**config.mk**
```make
export PLATFORM = sky130hd
export DESIGN_NAME = dmem_access_ctrl
export DESIGN_NICKNAME = d
export VERILOG_FILES = /design/src/rtl/cpu_pkg.sv /design/src/rtl/dmem_timeout_cnt.sv /design/src/rtl/dmem_access_ctrl.sv
export SDC_FILE = /design/constraint.sdc
export NUM_CORES = 1
export LEC_CHECK = 0
export BUFFER_PORTS_ARGS = -buffer_cell sky130_fd_sc_hd__buf_2
export CORE_ASPECT_RATIO = 0.75
export CORE_MARGIN = 3
export CORE_UTILIZATION = 36
export DETAILED_ROUTE_END_ITERATION = 7
export PLACE_DENSITY_LB_ADDON = 0.3
export SLEW_MARGIN = 10
export SYNTH_ARGS = -nofsm -noshare
export SYNTH_HDL_FRONTEND = slang
export SYNTH_SLANG_ARGS = --single-unit
export TNS_END_PERCENT = 20
```
**constraint.sdc**
```tcl
create_clock -name clk_i -period 1.27 [get_ports clk_i]
set_input_delay 0.0635 -clock clk_i [delete_from_list [all_inputs] [get_ports clk_i]]
set_output_delay 0.0635 -clock clk_i [all_outputs]
set_load 0.02 [all_outputs]
```
**src/rtl/cpu_pkg.sv**
```systemverilog
// Shared CPU definitions: data-memory sequencer state encoding and default sizes.
package cpu_pkg;

  typedef enum logic [1:0] {
    IDLE   = 2'd0,
    ACCESS = 2'd1,
    DONE   = 2'd2
  } dmem_state_t;

  localparam int DMEM_ADDR_W      = 32;
  localparam int DMEM_DATA_W      = 32;
  localparam int DMEM_TIMEOUT_CYC = 64;

endpackage

```
**src/rtl/dmem_timeout_cnt.sv**
```systemverilog
// Access watchdog for dmem_access_ctrl (DMEM_TIMEOUT_EN builds): reloads on clear,
// counts down while enabled, and flags the cycle in which the budget runs out.
module dmem_timeout_cnt
  import cpu_pkg::*;
#(
  parameter int TIMEOUT_CYC = DMEM_TIMEOUT_CYC
) (
  input  logic clk_i,
  input  logic rst_i,
  input  logic clr_i,
  input  logic en_i,
  output logic expired_o
);

  localparam int CNT_W = $clog2(TIMEOUT_CYC + 1);
  localparam logic [CNT_W-1:0] LOAD_VAL = CNT_W'(TIMEOUT_CYC - 1);

  logic [CNT_W-1:0] cnt;

  always_ff @(posedge clk_i) begin
    if (rst_i || clr_i) begin
      cnt <= LOAD_VAL;
    end else if (en_i && (cnt != '0)) begin
      cnt <= cnt - 1'b1;
    end
  end

  // Terminal count reached on the TIMEOUT_CYC-th enabled cycle.
  assign expired_o = en_i && (cnt == '0);

endmodule

```
**src/rtl/dmem_access_ctrl.sv**
```systemverilog
// MEM-stage data-memory access sequencer: turns MemRead/MemWrite into a req/ack
// transaction and stalls the pipeline meanwhile. Optional watchdog: DMEM_TIMEOUT_EN.
//
// state  | meaning
// IDLE   | no access outstanding; a memory op here is latched and issued
// ACCESS | mem_req_o held with stable addr/data/we until ack (or timeout)
// DONE   | result presented to MEM/WB; instruction leaves EX/MEM this cycle
module dmem_access_ctrl
  import cpu_pkg::*;
#(
  parameter int ADDR_W      = DMEM_ADDR_W,
  parameter int DATA_W      = DMEM_DATA_W,
  parameter int TIMEOUT_CYC = DMEM_TIMEOUT_CYC
) (
  input  logic              clk_i,
  input  logic              rst_i,
  input  logic              MemRead_i,
  input  logic              MemWrite_i,
  input  logic [ADDR_W-1:0] addr_i,
  input  logic [DATA_W-1:0] wdata_i,
  output logic              mem_req_o,
  output logic              mem_we_o,
  output logic [ADDR_W-1:0] mem_addr_o,
  output logic [DATA_W-1:0] mem_wdata_o,
  input  logic              mem_ack_i,
  input  logic [DATA_W-1:0] mem_rdata_i,
  output logic              stall_o,
  output logic [DATA_W-1:0] ReadData_o,
  output logic              err_o
);

  dmem_state_t state;
  logic        mem_op;
  logic        timeout_hit;

  assign mem_op = MemRead_i | MemWrite_i;

  assign stall_o = !rst_i && (((state == IDLE) && mem_op) || (state == ACCESS));

`ifdef DMEM_TIMEOUT_EN
  logic err_q;

  dmem_timeout_cnt #(
    .TIMEOUT_CYC (TIMEOUT_CYC)
  ) u_timeout_cnt (
    .clk_i     (clk_i),
    .rst_i     (rst_i),
    .clr_i     (state != ACCESS),
    .en_i      (state == ACCESS),
    .expired_o (timeout_hit)
  );

  always_ff @(posedge clk_i) begin
    if (rst_i) begin
      err_q <= 1'b0;
    end else if ((state == ACCESS) && !mem_ack_i && timeout_hit) begin
      err_q <= 1'b1;
    end
  end

  assign err_o = err_q;
`else
  logic [31:0] unused_timeout_cyc;

  assign unused_timeout_cyc = 32'(TIMEOUT_CYC);
  assign timeout_hit        = 1'b0;
  assign err_o              = 1'b0;
`endif

  always_ff @(posedge clk_i) begin
    if (rst_i) begin
      state       <= IDLE;
      mem_req_o   <= 1'b0;
      mem_we_o    <= 1'b0;
      mem_addr_o  <= '0;
      mem_wdata_o <= '0;
      ReadData_o  <= '0;
    end else begin
      case (state)
        IDLE: begin
          if (mem_op) begin
            // A simultaneous read+write intent resolves to a write.
            mem_addr_o  <= addr_i;
            mem_wdata_o <= wdata_i;
            mem_we_o    <= MemWrite_i;
            mem_req_o   <= 1'b1;
            state       <= ACCESS;
          end
        end
        ACCESS: begin
          if (mem_ack_i) begin
            if (!mem_we_o) begin
              ReadData_o <= mem_rdata_i;
            end
            mem_req_o <= 1'b0;
            state     <= DONE;
          end else if (timeout_hit) begin
            ReadData_o <= '0;
            mem_req_o  <= 1'b0;
            state      <= DONE;
          end
        end
        DONE: begin
          state <= IDLE;
        end
        default: begin
          mem_req_o <= 1'b0;
          state     <= IDLE;
        end
      endcase
    end
  end

endmodule

```
# [Yosys cells after proc, flatten, opt, wreduce, memory -nomap -nowiden]
# Cells that the tools add are included.
[word_totals] register_bits=100 latch_bits=0 ramBits=0 rom_bits=0 input_bits=101 output_inout_bits=100 word_cells=28 n_memories=0
[op_classes] addsub=0 mul=0 n_div=0 order_cmp=0 eq_ne=4 shift=0 mux=6 n_bitwise=3 n_reduce_logical=9
[ops] cell="$reduce_and 3->1" count=2
[ops] cell="$mux 2" count=2
[ops] cell="$ne 2x2->1 const B" count=2
[ops] cell="$pmux 2 s2" count=1
[ops] cell="$reduce_and 2->1" count=2
[ops] cell="$pmux 1 s3" count=1
[ops] cell="$eq 2x1->1 const B" count=1
[ops] cell="$eq 2x2->1 const B" count=1
[ops] cell="$logic_and 1x1->1" count=2
[ops] cell="$logic_not 2->1" count=1
[ops] cell="$mux 1" count=2
[ops] cell="$not 1->1" count=2
[ops] cell="$logic_not 1->1" count=1
[ops] cell="$logic_or 1x1->1" count=1
[ops] cell="$or 1x1->1" count=1

# [Logic depth before layout (Yosys ltp)]
[logic_depth] ltp_word=4 mapped_depth=5 ltp_nobuf=3

# [Worst setup path before layout]
# Ideal clock, no wire load.
[synth_path] path_kind="register to register" from="register mem_we_o" to="register ReadData_o[5]" setup_time_ns=0.131 arrival_ns=1.049 t_required_ns=1.139 setup_slack_ns=0.090 path_stages_with_launch=6 n_path_buf=2 period_less_slack_ns=1.180 path_cell_list="dfxtp_1 -> and4bb_1 -> buf_2 -> buf_6 -> nand2_1 -> a21oi_2"
[synth_between] elab_chain_cells=2
[synth_rtl] element="from (decl)" line="dmem_access_ctrl.sv:22" source="output logic mem_we_o,"
[synth_rtl] element="from (signal assigned)" line="dmem_access_ctrl.sv:85" source="mem_we_o <= MemWrite_i;"
[synth_rtl] element="$not 1->1 (no line)"
[synth_rtl] element="$reduce_and 3->1 (no line)"
[synth_rtl] element="to (signal assigned)" line="dmem_access_ctrl.sv:93" source="ReadData_o <= mem_rdata_i;"
[synth_rtl] element="to (decl)" line="dmem_access_ctrl.sv:28" source="output logic [DATA_W-1:0] ReadData_o,"
# No other way between the ends.
# A chain may end at the register's enable or synchronous reset.

# [Final worst setup path]
[layout_path] from="register state[1]" to="output stall_o"
[layout_between] elab_chain_cells=4 word_cells_on_any_way=5 cone_classes="eq/ne (1); reduce/logical (4)"
[layout_rtl] element="from (decl)" line="dmem_access_ctrl.sv:32" source="dmem_state_t state;"
[layout_rtl] element="from (signal assigned)" line="dmem_access_ctrl.sv:72" source="state <= IDLE;"
[layout_rtl] element="from (signal assigned)" line="dmem_access_ctrl.sv:87" source="state <= ACCESS;"
[layout_rtl] element="from (signal assigned)" line="dmem_access_ctrl.sv:96" source="state <= DONE;"
[layout_rtl] element="$logic_not 2->1" line="dmem_access_ctrl.sv:38" source="assign stall_o = !rst_i && (((state == IDLE) && mem_op) || (state == ACCESS));"
[layout_rtl] element="$logic_and 1x1->1" line="dmem_access_ctrl.sv:38"
[layout_rtl] element="$logic_or 1x1->1 *" line="dmem_access_ctrl.sv:38"
[layout_rtl] element="$logic_and 1x1->1 *" line="dmem_access_ctrl.sv:38"
[layout_rtl] element="to (decl)" line="dmem_access_ctrl.sv:27" source="output logic stall_o,"
# Mark *: on every way between the ends. The rest lies on a longest branch, timed or not.

==> results by group <==
Run status
  • Status: complete, no violations

Finish
  • Post-route cell area: around 6700 sq um
  • Sequential cell area: ~2000 sq um
  • Most frequent cells in the layout: buf_2 (197), nand2b_1 (129), dfxtp_1 (98)
  • Layout cells sized above 1: between 30 and 40%
  • Area grow syn2layout: 56.0%
  • Fill count: 958
  • Commonest non-fill, non-tap cell in the layout: buf_2
  • Layout net count: about 820
  • Footprint of the multi-input gates: 2030 sq um

Setup path
  • Crit path largest cell delay: around 0.35 ns
  • CP max FO: 5
  • Worst Setup End Kind: output pin
  • Crit path kind: reg -> out
  • Critical path required time: 1.21 ns
  • Critical-path top delay cell: dfxtp_2
  • Worst Path Arrival: roughly 1.2 ns
  • Critical Path Start Type: flop
  • CP Cell Sequence: nor2_4 -> o21ai_2 -> a21oi_2 -> buf_4

STA
  • Final Hold Viols: 0
  • Worst setup margin: roughly 0.025 ns
  • Fmax: ~800 MHz
  • Setup TNS: 0 ns
  • Tcrit/Tclk final: 98.0%
  • Setup violations, final: 0
  • Layout Skew: about 0.0072 ns
  • RSZ-0062 raised after global routing: yes
  • Fin crit period: 1.24 ns
  • Final slew viol count: 0

Route
  • DR vias: a little under 4000
  • Routed len/inst: 13.3 microns
  • Drt pass-1 iters: 4
  • DRC: 0
  • Vias per inst: 4.42
  • Final wirelength: 11.8 mm
  • Detailed router's first-iteration violation count: around 120
  • Antenna viol nets, final: 0

Pwr
  • Logic pwr share: 22.2%
  • Sw Pwr: around 2200 uW
  • Max IR drop VDD: about 600 uV
  • Overall Power: 8040 uW
  • Sw Ratio: between 20% and 30%
  • Clock network power share: approximately 34%
  • Pwr dens: ~1200 nW/um^2
  • LEAKAGE: 0.00313 uW
  • Flop pwr share: around 44%
  • Internal Pwr Total: roughly 5900 uW

Placed design
  • DP Area: 5390 sq um
  • RD Place Congestion: 0.767
  • Dpl hpwl: 7.56 mm
  • Port buffer count: slightly below 200
  • Pre-CTS WS: -0.00603 ns

Clock network
  • Worst skew pair latency: ~0.34 ns
  • CTS root buffer: clkbuf_16
  • Clock sink count: 100
  • TritonCTS clock tree: done
  • Maximum clock path buffer count: 2
  • Num CTS Buffers: 9
  • Htree depth: 3
  • CTS clk-pin slew, worst paths: about 0.060 ns

Logic synthesis
  • Synth unique cells: 20
  • Syn Inst Count: 439
  • Syn Area/Cell: ~9.8 sq um
  • Mapped cell area: 4300 sq um
  • Ys Warns: 0
  • Syn_nets: between 500 and 600
  • Sequential fraction of the synthesis area: a little under half
  • Synth Register Bits: 100

Job
  • Max-Cap Viols: 0

Die
  • Core Box Area: between 10000 and 15000 sq um
  • I/O pins: 201
  • FP Rows: 33
  • Initial core utilization: between 30% and 40%
  • Die H: 101 microns
  • Die X: 132 microns
  • DIE AREA: between 10000 and 15000 sq um

GRT
  • Global routing usage on met1: 20.7%
  • Vias in the first global route: between 4000 and 5000
  • First-pass GRT wire length: 19.6 mm
  • Met3 GRT Util: ~5.5%
  • Largest net degree at the start of global routing: 65
  • Total grt overflow: 0
  • GRT busiest layer: met2
  • GR met2 Demand/Resource: 31.4%
  • Antenna violations before repair: 0
  • All-Layer GR Usage: between 10% and 20%

Worst hold path
  • Hold Path Class: in -> reg
-- cell type report --
| cell class | instances | share of cell area [%] |
|---|---|---|
| Timing Repair Buffer | 307 | 32.3 |
| Multi-Input combinational cell | 305 | 30.3 |
| Sequential cell | 100 | 29.9 |
| Clock buffer | 11 | 3.62 |
| Tap cell | 157 | 2.93 |
| Clock inverter | 5 | 0.914 |
| Antenna cell | 1 | 0.0373 |
-- routing by layer --
layer  wire (microns)  up-vias
met2             5670      139
li1                 -     1976
met4              344        0
met1             5040     1769
met3              704       30
met5                0        -
-- final timing paths --
kind                       start         endpoint  slack (ns)  cells after the start
setup / recovery        state[1]          stall_o        0.03                      4
hold / removal       wdata_i[25]  mem_wdata_o[25]        0.02                      3
setup reg to reg        state[1]  mem_wdata_o[23]        0.05                      4
hold reg to reg   ReadData_o[31]   ReadData_o[31]        0.46                      2
-- metrics by stage --
stage	utilization [%]	cells	hold slack, ns
2_1_floorplan	-	439	0.199
3_3_place_gp	47.8	771	0.303
3_5_place_dp	47.8	771	0.311
4_1_cts	59.2	884	0.00309
5_1_grt	59.5	885	0.00532
6_report	59.5	886	0.0234
-- Yosys cell counts --
cell type | instances | area share (%)
conb_1 | 1 | 0.087
or2_2 | 1 | 0.15
a21oi_2 | 15 | 3.1
o21ai_0 | 2 | 0.23
buf_4 | 2 | 0.35
nand2_1 | 66 | 5.8
a21bo_2 | 1 | 0.23
and4bb_1 | 1 | 0.29
nand2b_1 | 129 | 19
buf_12 | 7 | 3.3
buf_2 | 9 | 1.0
mux2i_1 | 64 | 15
clkbuf_1 | 13 | 1.1
buf_6 | 3 | 0.79
nor3b_1 | 1 | 0.17
o21a_4 | 1 | 0.35
dfxtp_1 | 100 | 47
nand4bb_1 | 1 | 0.26
nor2_2 | 1 | 0.15
a21oi_1 | 21 | 2.4
-- critical path, delay by kind of cell, from the launching register on --
kind / cells / cell delay (ns)
buffers and inverters: 1 / 0.15
DFF: 1 / 0.35
AOI/OAI and AO/OA: 2 / 0.20
and+or+nand+nor: 1 / 0.15
-- registers in the layout (all words and copies together) (netlist names) --
register     count
mem_req_o        1
mem_addr_o      32
ReadData_o      32
mem_we_o         1
mem_wdata_o     32
state            2
-- cell families (layout without fill, tap and decap cells) --
group,Yosys count,count (layout),synth area share [%]
other,1,2,0.0872
AO/OA/AOI/OAI,40,40,6.32
AND/OR/NAND/NOR,200,200,25.6
multiplexers,64,64,14.9
flip-flops,100,100,46.6
buffers and inverters,34,323,6.58
-- power by group through the flow --
stage          Sequential, uW  Combinational, uW  Clock [uW]
2_1_floorplan            3850                744           0
3_3_place_gp             3560               1490           0
3_5_place_dp             3570               1510           0
4_1_cts                  3510               1760        2860
5_1_grt                  3530               1920        2970
6_report                 3510               1780        2750
-- repair_timing --
action,in CTS,in global routing
gates cloned,0,1
hold endpoints to repair,96,0
resized for setup,6,2
pin swaps,1,1
setup endpoints to repair,8,15
hold buffers,96,0
buffers inserted,1,0
(Power assumes the default switching activity.)
